===== config.mk =====
export PLATFORM = sky130hd
export DESIGN_NAME = iir_decim_fifo_flat
export DESIGN_NICKNAME = d
export VERILOG_FILES = /design/src/rtl/iir_pkg.sv /design/src/rtl/iir_decim_fifo_if.sv /design/src/rtl/iir_sync_fifo.sv /design/src/rtl/iir_decim_fifo.sv /design/src/flat_wrapper.sv
export SDC_FILE = /design/constraint.sdc
export NUM_CORES = 1
export LEC_CHECK = 0
export ABC_AREA = 1
export BUFFER_PORTS_ARGS = -buffer_cell sky130_fd_sc_hd__buf_2
export CORE_MARGIN = 1.5
export CORE_UTILIZATION = 55
export CTS_BUF_LIST = sky130_fd_sc_hd__clkbuf_4 sky130_fd_sc_hd__clkbuf_8 sky130_fd_sc_hd__clkbuf_16
export DETAILED_ROUTE_END_ITERATION = 12
export PLACE_DENSITY = 0.74
export SETUP_SLACK_MARGIN = 0.3
export SYNTH_ARGS = -nofsm -noshare
export SYNTH_HDL_FRONTEND = slang
export SYNTH_SLANG_ARGS = --single-unit

===== constraint.sdc =====
create_clock -name clk -period 2.6 [get_ports clk]
set_input_delay 0.52 -clock clk [delete_from_list [all_inputs] [get_ports clk]]
set_output_delay 0.52 -clock clk [all_outputs]
set_load 0.02 [all_outputs]

===== src/rtl/iir_pkg.sv =====
// Shared defaults and sample/accumulator types for the IIR output stage.
package iir_pkg;
    localparam int DEF_DW         = 8;
    localparam int DEF_DECIM_LOG2 = 2;
    localparam int DEF_FIFO_AW    = 2;

    typedef logic signed [DEF_DW-1:0]                sample_t;
    typedef logic signed [DEF_DW+DEF_DECIM_LOG2-1:0] acc_t;
endpackage


===== src/rtl/iir_decim_fifo_if.sv =====
// Sample-in / decimated-out stream bundle for iir_decim_fifo.
interface iir_decim_fifo_if #(
    parameter int DW = iir_pkg::DEF_DW
);
    logic                 in_valid;
    logic signed [DW-1:0] x_in;
    logic signed [DW-1:0] out_data;
    logic                 out_valid;
    logic                 out_ready;

    modport master (output in_valid, x_in, out_ready, input out_data, out_valid);
    modport slave  (input in_valid, x_in, out_ready, output out_data, out_valid);
endinterface


===== src/rtl/iir_sync_fifo.sv =====
// First-word-fall-through FIFO with level output; memory is cleared on reset.
module iir_sync_fifo #(
    parameter int W  = 8,
    parameter int AW = 2
) (
    input  logic          clk,
    input  logic          rst,
    input  logic          push_i,
    input  logic [W-1:0]  wdata_i,
    input  logic          pop_i,
    output logic [W-1:0]  rdata_o,
    output logic          full_o,
    output logic          empty_o,
    output logic [AW:0]   level_o
);
    localparam int DEPTH = 1 << AW;

    logic [W-1:0]  mem_q [DEPTH];
    logic [AW-1:0] wr_q, rd_q;
    logic [AW:0]   lvl_q, lvl_d;
    logic          push_ok, pop_ok;

    assign empty_o = (lvl_q == '0);
    assign full_o  = (lvl_q == (AW+1)'(DEPTH));
    assign level_o = lvl_q;
    assign rdata_o = mem_q[rd_q];

    // A push into a full FIFO is accepted only when the head leaves in the same cycle.
    assign pop_ok  = pop_i & ~empty_o;
    assign push_ok = push_i & (~full_o | pop_ok);

    always_comb begin
        lvl_d = lvl_q;
        if (push_ok && !pop_ok) lvl_d = lvl_q + 1'b1;
        else if (!push_ok && pop_ok) lvl_d = lvl_q - 1'b1;
    end

    always_ff @(posedge clk or posedge rst) begin
        if (rst) begin
            mem_q <= '{default: '0};
            wr_q  <= '0;
            rd_q  <= '0;
            lvl_q <= '0;
        end else begin
            if (push_ok) begin
                mem_q[wr_q] <= wdata_i;
                wr_q        <= wr_q + 1'b1;
            end
            if (pop_ok) rd_q <= rd_q + 1'b1;
            lvl_q <= lvl_d;
        end
    end
endmodule


===== src/rtl/iir_decim_fifo.sv =====
// Box-car decimator (2^DECIM_LOG2 samples) feeding an FWFT FIFO with sticky overflow.
// Define IIR_DECIM_ROUND_EN for round-half-up averaging; otherwise results are floored.
module iir_decim_fifo
    import iir_pkg::*;
#(
    parameter int DW         = DEF_DW,
    parameter int DECIM_LOG2 = DEF_DECIM_LOG2,
    parameter int FIFO_AW    = DEF_FIFO_AW
) (
    input  logic               clk,
    input  logic               rst,
    iir_decim_fifo_if.slave    bus,
    output logic [FIFO_AW:0]   fifo_level,
    output logic               overflow,
    input  logic               clr_ovf
);
    localparam int AW = DW + DECIM_LOG2;
    localparam logic [DECIM_LOG2-1:0] LAST = '1;
`ifdef IIR_DECIM_ROUND_EN
    localparam logic signed [AW-1:0] RND = AW'(2 ** (DECIM_LOG2 - 1));
`else
    localparam logic signed [AW-1:0] RND = '0;
`endif

    logic signed [AW-1:0]  acc_q, acc_d, sum, rnd_sum;
    logic [DECIM_LOG2-1:0] phase_q, phase_d;
    logic [DW-1:0]         avg;
    logic                  push, pop, full, empty, drop;
    logic                  ovf_q, ovf_d;
    logic                  unused_lsb;

    always_comb begin
        sum     = acc_q + {{DECIM_LOG2{bus.x_in[DW-1]}}, bus.x_in};
        rnd_sum = sum + RND;
        // Arithmetic shift by DECIM_LOG2 then truncation to DW is exactly this slice.
        avg     = rnd_sum[DECIM_LOG2 +: DW];
        push    = bus.in_valid && (phase_q == LAST);
        acc_d   = acc_q;
        phase_d = phase_q;
        if (bus.in_valid) begin
            if (phase_q == LAST) begin
                acc_d   = '0;
                phase_d = '0;
            end else begin
                acc_d   = sum;
                phase_d = phase_q + 1'b1;
            end
        end
    end

    assign unused_lsb = ^rnd_sum[DECIM_LOG2-1:0];

    assign pop   = bus.out_valid & bus.out_ready;
    assign drop  = push & full & ~pop;
    assign ovf_d = drop | (ovf_q & ~clr_ovf);

    always_ff @(posedge clk or posedge rst) begin
        if (rst) begin
            acc_q   <= '0;
            phase_q <= '0;
            ovf_q   <= 1'b0;
        end else begin
            acc_q   <= acc_d;
            phase_q <= phase_d;
            ovf_q   <= ovf_d;
        end
    end

    iir_sync_fifo #(.W(DW), .AW(FIFO_AW)) u_fifo (
        .clk     (clk),
        .rst     (rst),
        .push_i  (push),
        .wdata_i (avg),
        .pop_i   (pop),
        .rdata_o (bus.out_data),
        .full_o  (full),
        .empty_o (empty),
        .level_o (fifo_level)
    );

    assign bus.out_valid = ~empty;
    assign overflow      = ovf_q;
endmodule


===== src/flat_wrapper.sv =====
// flat-port wrapper written by rule: the top's interface ports become plain ports
module iir_decim_fifo_flat import iir_pkg::*;
#(
    parameter int DW         = DEF_DW,
    parameter int DECIM_LOG2 = DEF_DECIM_LOG2,
    parameter int FIFO_AW    = DEF_FIFO_AW
)
  (clk, rst, fifo_level, overflow, clr_ovf, bus_in_valid, bus_x_in, bus_out_ready, bus_out_data, bus_out_valid);
  iir_decim_fifo_if #(.DW(DW)) bus_i ();
  input  logic clk;
  input  logic rst;
  output logic [FIFO_AW:0] fifo_level;
  output logic overflow;
  input  logic clr_ovf;
  input wire logic [$bits(bus_i.in_valid)-1:0] bus_in_valid;
  input wire logic [$bits(bus_i.x_in)-1:0] bus_x_in;
  input wire logic [$bits(bus_i.out_ready)-1:0] bus_out_ready;
  output wire logic [$bits(bus_i.out_data)-1:0] bus_out_data;
  output wire logic [$bits(bus_i.out_valid)-1:0] bus_out_valid;
  assign bus_i.in_valid = bus_in_valid;
  assign bus_i.x_in = bus_x_in;
  assign bus_i.out_ready = bus_out_ready;
  assign bus_out_data = bus_i.out_data;
  assign bus_out_valid = bus_i.out_valid;
  iir_decim_fifo #(.DW(DW), .DECIM_LOG2(DECIM_LOG2), .FIFO_AW(FIFO_AW)) u_core (.clk(clk), .rst(rst), .bus(bus_i), .fifo_level(fifo_level), .overflow(overflow), .clr_ovf(clr_ovf));
endmodule

==> results.yml <==
drt:
  dr.first_iter.drc_count: 178
  drt_first_pass_iters: 4
  wire_per_inst_um: 13.6
  via_per_inst: 5.23
  wl_um: 6050
  drtAntennaViolNets: 0
  route.detailed.drc: 0
  vias: 2331
synth:
  synth_compound_area_share_pct: 8.96
  synthAdderAreaFrac_pct: 7.92
  ys_seq_area_share_pct: 45.3
  synth.area.top_cells: "dfrtp_1, nand2_1, ha_1"
  ys_warn_count: 0
  synth.avg_cell_area_sq_um: 8.24
  yosys.area_share.simple_pct: 29.1
  synth_edf_count: 0
  syn_area_sq_um: 2880
  synthCells: 349
  syn_nets: 379
  synthMuxAreaShare_pct: 0.392
  synth_flop_cell: "dfrtp_1"
  yosysTopAreaCellShare_pct: 45.3
  ys_seq_elements: 52
  synth-async-reset-ratio_pct: 100
  synth_area_leader_cell: "dfrtp_1"
  yosysUniqueCellTypes: 32
  synthXorXnorAreaFrac_pct: 2.70
  synth_top_family_by_area: "simple AND/OR/NAND/NOR gates"
min_path:
  hold_path_class: "in2async"
worst_setup_path:
  cp-end-kind: "primary output"
  cp.arrival_ps: 1670
  worstPathCellList: "inv_1, o21ai_0, o22ai_1, buf_2"
  slowest_delay_ps: 410
  crit_type: "reg2out"
  crit_path_top_delay_cell: "inv_1"
  worstPathMaxFanout: 20
  cp-start-kind: "flop"
  crit_required_ps: 2080
  worst_r2r_path_depth: 7
finish:
  synthToLayoutAreaGrowth_pct: 9.23
  multiInputGateArea_sq_um: 1410
  diodes: 0
  fin_util_pct: 61.9
  drive_gt1_share_pct: 14.9
  final_cells: 446
  nets: 408
  regArea_sq_um: 1300
  fill_cells: 478
clock_network:
  ctsResizeCount: 0
  cts_tree: "built"
  cts_setup_buffers: 0
  cts_buffer_depth: 2
  cts.sinks: 52
  clockRootBuffer: "clkbuf_8"
  cts-buffers-inserted: 5
  ctsHoldBuffers: 0
  cts_max_level: 2
  clk_pin_slew_ps: 90
  clock_latency_ps: 300
floorplanning:
  core-area_sq_um: 5070
  core.rowCount: 26
  die_y_um: 75.3
  pin_count: 26
  die_w_um: 75.3
  start_util_pct: 56.7
  fp.dieArea_sq_um: 5670
timing:
  clock_skew_ps: 6.38
  finalSetupViolations: 0
  min_period_over_period_pct: 84.1
  tightest_slew_ps: 570
  timing.final.crit_period_ps: 2190
  setup_tns_ps: 0
  slew_viol_final: 0
  max_freq_mhz: 457
  rsz0062_at_grt: "no"
  relSlewSlack_pct: 61.8
  whs_ps: 183
  hold_viol: 0
grt:
  grt_max_degree: 22
  antenna_found_initial: 0
  grt_first_pass_wirelength_um: 10500
  grt_remaining_overflow: 0
  grtUsageTotal_pct: 24.8
  grt_pass1_vias: 2230
placement:
  gp_congestion: 0.867
  port_buffers: 25
  dp_hpwl_um: 4390
  dp_cells: 441
power:
  powerDensity_nw_per_um2: 1230
  vdd_drop_max_mv: 0.647
  total_power_mw: 3.86
  leakage_nw: 1.70
outcome:
  outcome: "finished clean"
flow_run:
  drv_cap: 0
## layout by cell type, fill, tap and decap left out, drive strengths merged
master  Yosys  layout
a21oi       9       9
a22o        2       2
buf         1      28
clkbuf      5       5
clkinv      1       1
dfrtp      52      52
fa          2       2
ha         15      15
inv        29      29
mux2        1       1
nand2     130     130
nand3      29      29
nand3b      3       3
nand4       1       1
nor2       28      28
o21a        1       1
o21ai      25      25
o22ai       7       7
xnor2       4       4
xor2        4       4
## final timing paths
check,to,from,slack [ps]
worst min register to register,u_core.u_fifo.mem_q[22],u_core.u_fifo.mem_q[22],480
min in group clk,u_core.overflow,clr_ovf,400
worst max-delay path,bus_out_data[4],u_core.u_fifo.rd_q[0],410
max in group asynchronous,u_core.u_fifo.mem_q[5],rst,1820
worst min-delay path,u_core.u_fifo.mem_q[20],rst,180
worst max register to register,u_core.u_fifo.level_o[1],u_core.phase_q[0],640
## cells in the mapped netlist (2+ instances only)
master and number:
o21ai_0 20, o21ai_2 4, fa_1 2, a22o_1 2, nor2_1 26, clkbuf_1 5, xor2_1 3, nand3_2 2
nand2_1 125, inv_2 3, nand2_4 3, a21oi_1 8, nand3_1 26, xnor2_1 4, inv_1 25, nor2_2 2
o22ai_1 7, nand3b_1 3, dfrtp_1 52, ha_1 15
## flip-flops by register name, summed over array words and instances, names as in the netlist
register / count
u_core.overflow: 1
u_core.acc_q: 10
u_core.u_fifo.rd_q: 2
u_core.u_fifo.level_o: 3
u_core.phase_q: 2
u_core.u_fifo.mem_q: 32
u_core.u_fifo.wr_q: 2
## through the flow
| stage | worst slack, ps | cell area [sq um] |
|---|---|---|
| after floorplan | 656 | 2880 |
| after global placement | 541 | 3070 |
| after detailed placement | 491 | 3070 |
| after CTS | 405 | 3140 |
| after global routing | 304 | 3140 |
| final | 412 | 3140 |
## layout make-up
class | count | share of cell area (%)
clock buffers | 5 | 2.19
well taps | 70 | 2.79
inverters | 30 | 3.98
repair buffers | 28 | 4.70
flip-flops and latches | 52 | 41.4
multi-input cells | 261 | 44.9
## power breakdown
group	total, mW	leakage (nW)	internal, mW	switching [mW]
sequential	1.40	0.648	1.18	0.221
clock	0.420	0.0359	0.174	0.245
combinational	2.04	1.01	0.723	1.32
## cell families after synthesis
family	Yosys count
flip-flops	52
multiplexers	1
buffers and inverters	36
AO/OA/AOI/OAI	44
AND/OR/NAND/NOR	191
adder cells (fa/ha/maj)	17
XOR/XNOR	8
## metal layers
metal | GRT usage, % | routed length, um
met1 | 34.5 | 2880
met2 | 39.3 | 2830
met3 | 4.76 | 251
met4 | 8.13 | 81
met5 | 0 | 0
## critical path: cells and delay by family, from the launching register on
kind                   cells  cell delay, ps
buffers and inverters      2             620
DFF                        1             380
AOI/OAI and AO/OA          2             360
No activity file was read; power rests on OpenSTA's default activity.
